`config.mk`:
```
export PLATFORM = sky130hd
export DESIGN_NAME = jk_tff_counter_flat
export DESIGN_NICKNAME = d
export VERILOG_FILES = /design/src/rtl/jk_tff_counter_if.sv /design/src/rtl/jk_tff_counter.sv /design/src/flat_wrapper.sv
export SDC_FILE = /design/constraint.sdc
export NUM_CORES = 1
export LEC_CHECK = 0
export CORE_AREA = 2 2 39 41
export DETAILED_ROUTE_END_ITERATION = 10
export DIE_AREA = 0 0 41 43
export PLACE_DENSITY = 0.72
export SKIP_LAST_GASP = 1
export SYNTH_ARGS = -nofsm -noshare
export SYNTH_HDL_FRONTEND = slang
export SYNTH_SLANG_ARGS = --single-unit
```
`constraint.sdc`:
```
create_clock -name clk -period 3.95 [get_ports clk]
set_input_delay 0.79 -clock clk [delete_from_list [all_inputs] [get_ports clk]]
set_output_delay 0.79 -clock clk [all_outputs]
set_load 0.01 [all_outputs]
```
`src/rtl/jk_tff_counter_if.sv`:
```
// Control/status bundle for jk_tff_counter: the counter controls in, the count and flags out.
interface jk_tff_counter_if #(parameter int W = 4);
    logic         en;
    logic         up;
    logic         load;
    logic [W-1:0] d;
    logic [W-1:0] q;
    logic         tc;
    logic         load_err;

    modport master (output en, up, load, d, input q, tc, load_err);
    modport slave  (input en, up, load, d, output q, tc, load_err);
endinterface

```
`src/rtl/jk_tff_counter.sv`:
```
// Modulo-MOD up/down counter built from JK cells wired as T flip-flops (J = K = q ^ next).
// Reset and load reach each cell through its own synchronous clear/set controls, never via J/K.
module jk_tff_cell (
    input  logic clk,
    input  logic clr,
    input  logic set,
    input  logic set_val,
    input  logic j,
    input  logic k,
    output logic q
);
    always_ff @(posedge clk) begin
        if (clr)
            q <= 1'b0;
        else if (set)
            q <= set_val;
        else
            q <= j ? (k ? ~q : 1'b1) : (k ? 1'b0 : q);
    end
endmodule

module jk_tff_counter #(
    parameter int W   = 4,
    parameter int MOD = 10
) (
    input  logic           clk,
    input  logic           rst,
    jk_tff_counter_if.slave bus
);
    generate
        if (W < 2 || MOD < 2 || MOD > (1 << W)) begin : g_bad_param
            $error("jk_tff_counter: need W >= 2 and 2 <= MOD <= 2**W");
        end
    endgenerate

    localparam logic [W-1:0] MAX = W'(MOD - 1);

    logic [W-1:0] q;
    logic [W-1:0] nxt;
    logic [W-1:0] t;
    logic [W-1:0] ld_val;
    logic         ld_bad;

    // With MOD = 2**W, MAX is all ones, so the explicit wraps coincide with natural overflow.
    always_comb begin
        nxt = q;
        if (bus.up)
            nxt = (q == MAX) ? '0 : q + W'(1);
        else
            nxt = (q == '0) ? MAX : q - W'(1);
    end

    assign t      = bus.en ? (q ^ nxt) : '0;
    assign ld_bad = bus.d > MAX;
    assign ld_val = ld_bad ? '0 : bus.d;

    for (genvar i = 0; i < W; i++) begin : g_cell
        jk_tff_cell u_cell (
            .clk     (clk),
            .clr     (rst),
            .set     (bus.load),
            .set_val (ld_val[i]),
            .j       (t[i]),
            .k       (t[i]),
            .q       (q[i])
        );
    end

    always_ff @(posedge clk) begin
        if (rst)
            bus.load_err <= 1'b0;
        else
            bus.load_err <= bus.load & ld_bad;
    end

    assign bus.q  = q;
    assign bus.tc = bus.en & ((bus.up & (q == MAX)) | (~bus.up & (q == '0)));
endmodule

```
`src/flat_wrapper.sv`:
```
// flat-port wrapper written by rule: the top's interface ports become plain ports
module jk_tff_counter_flat 
#(
    parameter int W   = 4,
    parameter int MOD = 10
)
  (clk, rst, bus_en, bus_up, bus_load, bus_d, bus_q, bus_tc, bus_load_err);
  jk_tff_counter_if #(.W(W)) bus_i ();
  input  logic clk;
  input  logic rst;
  input wire logic [$bits(bus_i.en)-1:0] bus_en;
  input wire logic [$bits(bus_i.up)-1:0] bus_up;
  input wire logic [$bits(bus_i.load)-1:0] bus_load;
  input wire logic [$bits(bus_i.d)-1:0] bus_d;
  output wire logic [$bits(bus_i.q)-1:0] bus_q;
  output wire logic [$bits(bus_i.tc)-1:0] bus_tc;
  output wire logic [$bits(bus_i.load_err)-1:0] bus_load_err;
  assign bus_i.en = bus_en;
  assign bus_i.up = bus_up;
  assign bus_i.load = bus_load;
  assign bus_i.d = bus_d;
  assign bus_q = bus_i.q;
  assign bus_tc = bus_i.tc;
  assign bus_load_err = bus_i.load_err;
  jk_tff_counter #(.W(W), .MOD(MOD)) u_core (.clk(clk), .rst(rst), .bus(bus_i));
endmodule
```
==> results.json, run 1 <==
{
  "htreeDepth": 1,
  "timing_worst_slew_pin_value_ps": 355,
  "clock-sinks": 5,
  "antenna_found_initial": 0,
  "yosysUniqueCellTypes": 28,
  "seqPwrFrac_pct": 35.8,
  "track_usage_pct": 11.8,
  "critPathKind": "primary input to output port",
  "max_freq_ghz": 0.319,
  "clock_path_buffers": 2,
  "ant_nets": 0,
  "synth_nets": 68,
  "path_clk_slew_ps": 40,
  "dieArea_sq_um": 1760,
  "syn_inst": 56,
  "p_switching_mw": 0.0492,
  "dp_slack_ps": 814,
  "tritoncts": "built",
  "cts-root-buf": "clkbuf_4",
  "yosys_most_used_dff": "dfxtp_1",
  "wire_per_inst_um": 12.6,
  "async_flop_share_pct": 0,
  "insertion_delay_ps": 240,
  "die_width_um": 41,
  "crit_start": "bus_up",
  "yosysWarnings": 0,
  "hold_ws_ps": 671,
  "status": "finished clean",
  "hold_path_depth": 2,
  "rr_startpoint": "u_core.g_cell[0].u_cell.q",
  "critPathLaunchType": "primary input",
  "dieHeight_um": 43,
  "finalWorstSetupSlack_ps": 812,
  "vias_per_cell": 5.30,
  "cp.required_ps": 3160,
  "internal_power_mw": 0.119,
  "num_vias": 445,
  "area_growth_pct": 31.4,
  "gp_congestion": 0.696,
  "seq_area_frac_synth_pct": 22.4,
  "fin_total_pwr_mw": 0.168,
  "syn_area_sq_um": 447,
  "final_cell_mix": "clkdlybuf4s50_1 (14), nand2_1 (5), dfxtp_1 (5), o21ai_0 (4)",
  "ys_ff_latch": 5,
  "drc_errors": 0,
  "design.core.area_sq_um": 1380,
  "tns_ps": 0,
  "wl_um": 1060,
  "final_cells": 84,
  "grt_pass1_vias": 364,
  "post_cts_buffers": 0,
  "grt_max_degree": 12,
  "hold_viol_final": 0,
  "cts_made_buffers": 3,
  "io_buffers": 14,
  "end_kind": "output port",
  "antennaDiodeCount": 0,
  "placed_cell_area_sq_um": 561,
  "fin_util_pct": 42.4,
  "synth-edff-count": 0,
  "clock_skew_ps": 0.0675,
  "min_path_type": "flip-flop to flip-flop",
  "leakagePower_nw": 0.218,
  "num_rows": 14,
  "slew_headroom_pct": 76.3,
  "cp.arrival_ps": 2350,
  "final_area_sq_um": 587,
  "maxCapViolCount": 0,
  "post_cts_resized": 0,
  "final-max-slew-violation-count": 0,
  "final_nets": 81,
  "hold_start": "u_core.g_cell[2].u_cell.q",
  "cts_hold_buf": 0,
  "clock_power_share_pct": 35.3,
  "worstPathMaxFanout": 8,
  "avgSynthCellArea_sq_um": 7.98,
  "grt_pass1_wl_um": 1500,
  "grt-ovfl-total": 0,
  "post-place-cells": 80,
  "drtPass1Iterations": 4,
  "r2r_cells": 6,
  "final_common_cell": "clkdlybuf4s50_1",
  "initial_core_util_pct": 32.3,
  "setup_viol": 0,
  "rsz0062_at_grt": "false",
  "place_hpwl_um": 796,
  "drive_above_1_share_pct": 11.8,
  "cellPowerDensity_nw_per_um2": 286,
  "fillCellCount": 141,
  "period_needed_ps": 3140,
  "ir_worst_vdd_mv": 0.173,
  "fin_crit_sh_pct": 79.4,
  "drt-initial-drc-count": 12,
  "netSwitchingFraction_pct": 29.3,
  "io_pins": 15,
  "combPwrFrac_pct": 29.0
}
[power groups by stage]
stage | Combinational (mW) | Sequential (mW) | Clock (mW)
final | 0.0487 | 0.0600 | 0.0592
after global routing | 0.0530 | 0.0609 | 0.0625
after detailed placement | 0.0484 | 0.0610 | 0
after global placement | 0.0475 | 0.0608 | 0
after floorplan | 0.0323 | 0.0584 | 0
after CTS | 0.0489 | 0.0600 | 0.0602
[routing by layer]
| layer | up-vias | track usage, % | part of all wire (%) |
|---|---|---|---|
| met2 | 15 | 19.4 | 48 |
| met3 | 4 | 1.57 | 3.1 |
| met4 | 0 | 2.00 | 1.3 |
| met1 | 199 | 15.8 | 48 |
| met5 | - | 0 | 0 |
| li1 | 227 | - | - |
[cell type report]
type / instances / area [sq um] / area share [%]
inverter: 3 / 11.3 / 1.92
timing repair buffer: 14 / 140 / 23.9
sequential: 5 / 100 / 17.1
clock buffer: 4 / 26.3 / 4.48
tap: 16 / 20.0 / 3.41
multi-input combinational: 42 / 289 / 49.3
[flip-flops by register name, summed over array words and instances, names as in the netlist]
register and flops:
u_core.g_cell.u_cell.q 4, u_core.bus.load_err 1
[cell families (layout without fill, tap and decap cells)]
family	Yosys count	in the layout	synth area share [%]
AOI/OAI and AO/OA	16	16	27.4
adders and majority gates	3	3	8.40
buffers and inverters	9	21	12.9
DFF	5	5	22.4
and+or+nand+nor	22	22	26.9
xor gates and xnor gates	1	1	1.96
[worst max-delay path: stages]
cell	delay (ps)
clkdlybuf4s50_1	630
nand3_1	180
a21oi_1	190
clkdlybuf4s50_1	560
[worst paths after layout]
check	to	slack, ps
worst max-delay path	bus_tc	810
worst min-delay path	u_core.g_cell[2].u_cell.q	670
worst max register to register	u_core.g_cell[1].u_cell.q	2290
worst min register to register	u_core.g_cell[2].u_cell.q	670
[cell usage after synthesis, drive strengths merged (2+ instances only)]
library cell | number | share of area, %
nand3 | 2 | 2.2
nor2 | 4 | 3.9
a211oi | 4 | 7.8
ha | 3 | 8.4
nor3 | 3 | 3.4
buf | 6 | 10
inv | 3 | 2.5
or2 | 2 | 2.8
dfxtp | 5 | 22
o21ai | 6 | 6.7
nand2 | 5 | 4.2
nand2b | 3 | 4.2
Power figures use the tool's default switching activity.
==> inputs of run 2 (changes only) <==
--- a/config.mk
+++ b/config.mk
@@ -8,7 +8,7 @@
 export CORE_AREA = 2 2 39 41
 export DETAILED_ROUTE_END_ITERATION = 10
 export DIE_AREA = 0 0 41 43
-export PLACE_DENSITY = 0.72
+export PLACE_DENSITY = 0.74
 export SKIP_LAST_GASP = 1
 export SYNTH_ARGS = -nofsm -noshare
 export SYNTH_HDL_FRONTEND = slang
==> constraint.sdc (replaced) <==
create_clock -name clk -period 2.5 [get_ports clk]
set_input_delay 0.5 -clock clk [delete_from_list [all_inputs] [get_ports clk]]
set_output_delay 0.5 -clock clk [all_outputs]
set_load 0.01 [all_outputs]
==> run 2 against run 1 <==
- cell area is 3.8% higher
- clock power rose by 55%
- global-route usage rose by 0.29 points
- non-clock buffer count is 3 higher
- critical path depth up 1
- worst setup slack worse by 680 ps
- wire length decreased by 9.4%
==> results.json, run 2 (synthesis gave the netlist of run 1 again) <==
{
  "wire_per_inst_um": 11.0,
  "ir_worst_vdd_mv": 0.265,
  "cp_common_cell": "clkdlybuf4s50_1",
  "grt_max_degree": 12,
  "crit_chain": "clkdlybuf4s50_1, nor2_1, nand2_1, a21oi_1, clkdlybuf4s50_1",
  "num_vias": 440,
  "worstPathMaxFanout": 3,
  "fin_crit_sh_pct": 94.6,
  "post_cts_resized": 0,
  "wl_um": 957,
  "tritoncts": "built",
  "slowest_delay_ps": 550,
  "critPathLaunchType": "primary input",
  "cp_slowest_cell": "clkdlybuf4s50_1",
  "hold_path_depth": 2,
  "post_cts_buffers": 0,
  "path_clk_slew_ps": 40,
  "num_rows": 14,
  "post-place-cells": 83,
  "critPathKind": "primary input to output port",
  "slew_headroom_pct": 76.6,
  "ant_nets": 0,
  "clock-sinks": 5,
  "dieArea_sq_um": 1760,
  "initial_core_util_pct": 32.3,
  "htreeDepth": 1,
  "clock_path_buffers": 2,
  "design.core.area_sq_um": 1380,
  "final_area_sq_um": 609,
  "grt_pass1_vias": 370,
  "drt-initial-drc-count": 20,
  "top_regs": "u_core.g_cell.u_cell.q x4, u_core.bus.load_err x1",
  "placed_cell_area_sq_um": 583,
  "cellPowerDensity_nw_per_um2": 434,
  "dieHeight_um": 43,
  "cts-root-buf": "clkbuf_4",
  "final_cells": 87,
  "drive_above_1_share_pct": 15.5,
  "drc_errors": 0,
  "min_path_type": "flip-flop to flip-flop",
  "antenna_found_initial": 0,
  "largest_reg_flops": 4,
  "area_growth_pct": 36.4,
  "fillCellCount": 137,
  "io_buffers": 14,
  "hold_viol_final": 0,
  "io_pins": 15,
  "final-max-slew-violation-count": 0,
  "leakagePower_nw": 0.231,
  "final_cell_mix": "clkdlybuf4s50_1 (14), nand2_1 (5), dfxtp_1 (5), o21ai_0 (4)",
  "final_nets": 84,
  "r2r_cells": 6,
  "timing_worst_slew_pin_value_ps": 351,
  "place_hpwl_um": 765,
  "insertion_delay_ps": 240,
  "tns_ps": 0,
  "regMostFlops": "u_core.g_cell.u_cell.q",
  "max_freq_ghz": 0.423,
  "die_width_um": 41,
  "drtPass1Iterations": 3,
  "grt_pass1_wl_um": 1500,
  "cts_hold_buf": 0,
  "antennaDiodeCount": 0,
  "rsz0062_at_grt": "false",
  "status": "finished clean",
  "cp.required_ps": 2000,
  "maxCapViolCount": 0,
  "gp_congestion": 0.728,
  "cp.arrival_ps": 1870,
  "vias_per_cell": 5.06,
  "period_needed_ps": 2370,
  "grt-ovfl-total": 0,
  "end_kind": "output port",
  "cts_made_buffers": 3,
  "track_usage_pct": 12.0,
  "final_common_cell": "clkdlybuf4s50_1",
  "setup_viol": 0,
  "clock_skew_ps": 2.03
}
[run 2: cell count changes in the layout (fill, tap and decap cells not counted), sizes merged]
cell  before  now
buf        0    3
[run 2: area by class of cell]
type / count / area (sq um) / share of cell area, %
Multi-Input combinational cell: 42 / 289 / 47.4
Timing Repair Buffer: 17 / 163 / 26.7
Sequential cell: 5 / 100 / 16.4
Clock buffer: 4 / 26.3 / 4.31
Tap cell: 16 / 20.0 / 3.29
Inverter: 3 / 11.3 / 1.85
[run 2: power by group]
part	leakage (nW)	switching, mW	total (mW)	internal (mW)
combinational	0.175	0.0340	0.0780	0.0440
sequential	0.0412	0.00930	0.0946	0.0853
clock	0.0150	0.0315	0.0918	0.0602
total	0.231	0.0748	0.264	0.190
[run 2: metal layers]
metal | vias up | GRT usage, % | wire (um)
met5 | - | 0 | 0
met4 | 0 | 2.00 | 0
met3 | 0 | 4.71 | 37
met2 | 8 | 17.2 | 454
met1 | 201 | 17.0 | 465
li1 | 231 | - | -
[run 2: per-stage QoR]
| step | hold WS [ps] | total power, mW | utilization, % | worst slack, ps |
|---|---|---|---|---|
| 2_1_floorplan | 573 | 0.143 | - | 957 |
| 3_3_place_gp | 658 | 0.173 | 42.1 | 136 |
| 3_5_place_dp | 664 | 0.174 | 42.1 | 152 |
| 4_1_cts | 673 | 0.268 | 44.0 | 128 |
| 5_1_grt | 711 | 0.284 | 44.0 | 40.2 |
| 6_report | 672 | 0.264 | 44.0 | 135 |
[run 2: worst paths after layout]
| kind | from | to | slack [ps] |
|---|---|---|---|
| max | bus_up | bus_tc | 130 |
| min reg2reg | u_core.g_cell[2].u_cell.q | u_core.g_cell[2].u_cell.q | 670 |
| max reg2reg | u_core.g_cell[0].u_cell.q | u_core.g_cell[1].u_cell.q | 860 |
| min | u_core.g_cell[2].u_cell.q | u_core.g_cell[2].u_cell.q | 670 |
[run 2: worst max-delay path, delay by kind of cell]
family	cells	cell delay, ps
AO/OA/AOI/OAI	1	140
buffers and inverters	2	1000
AND/OR/NAND/NOR	2	230
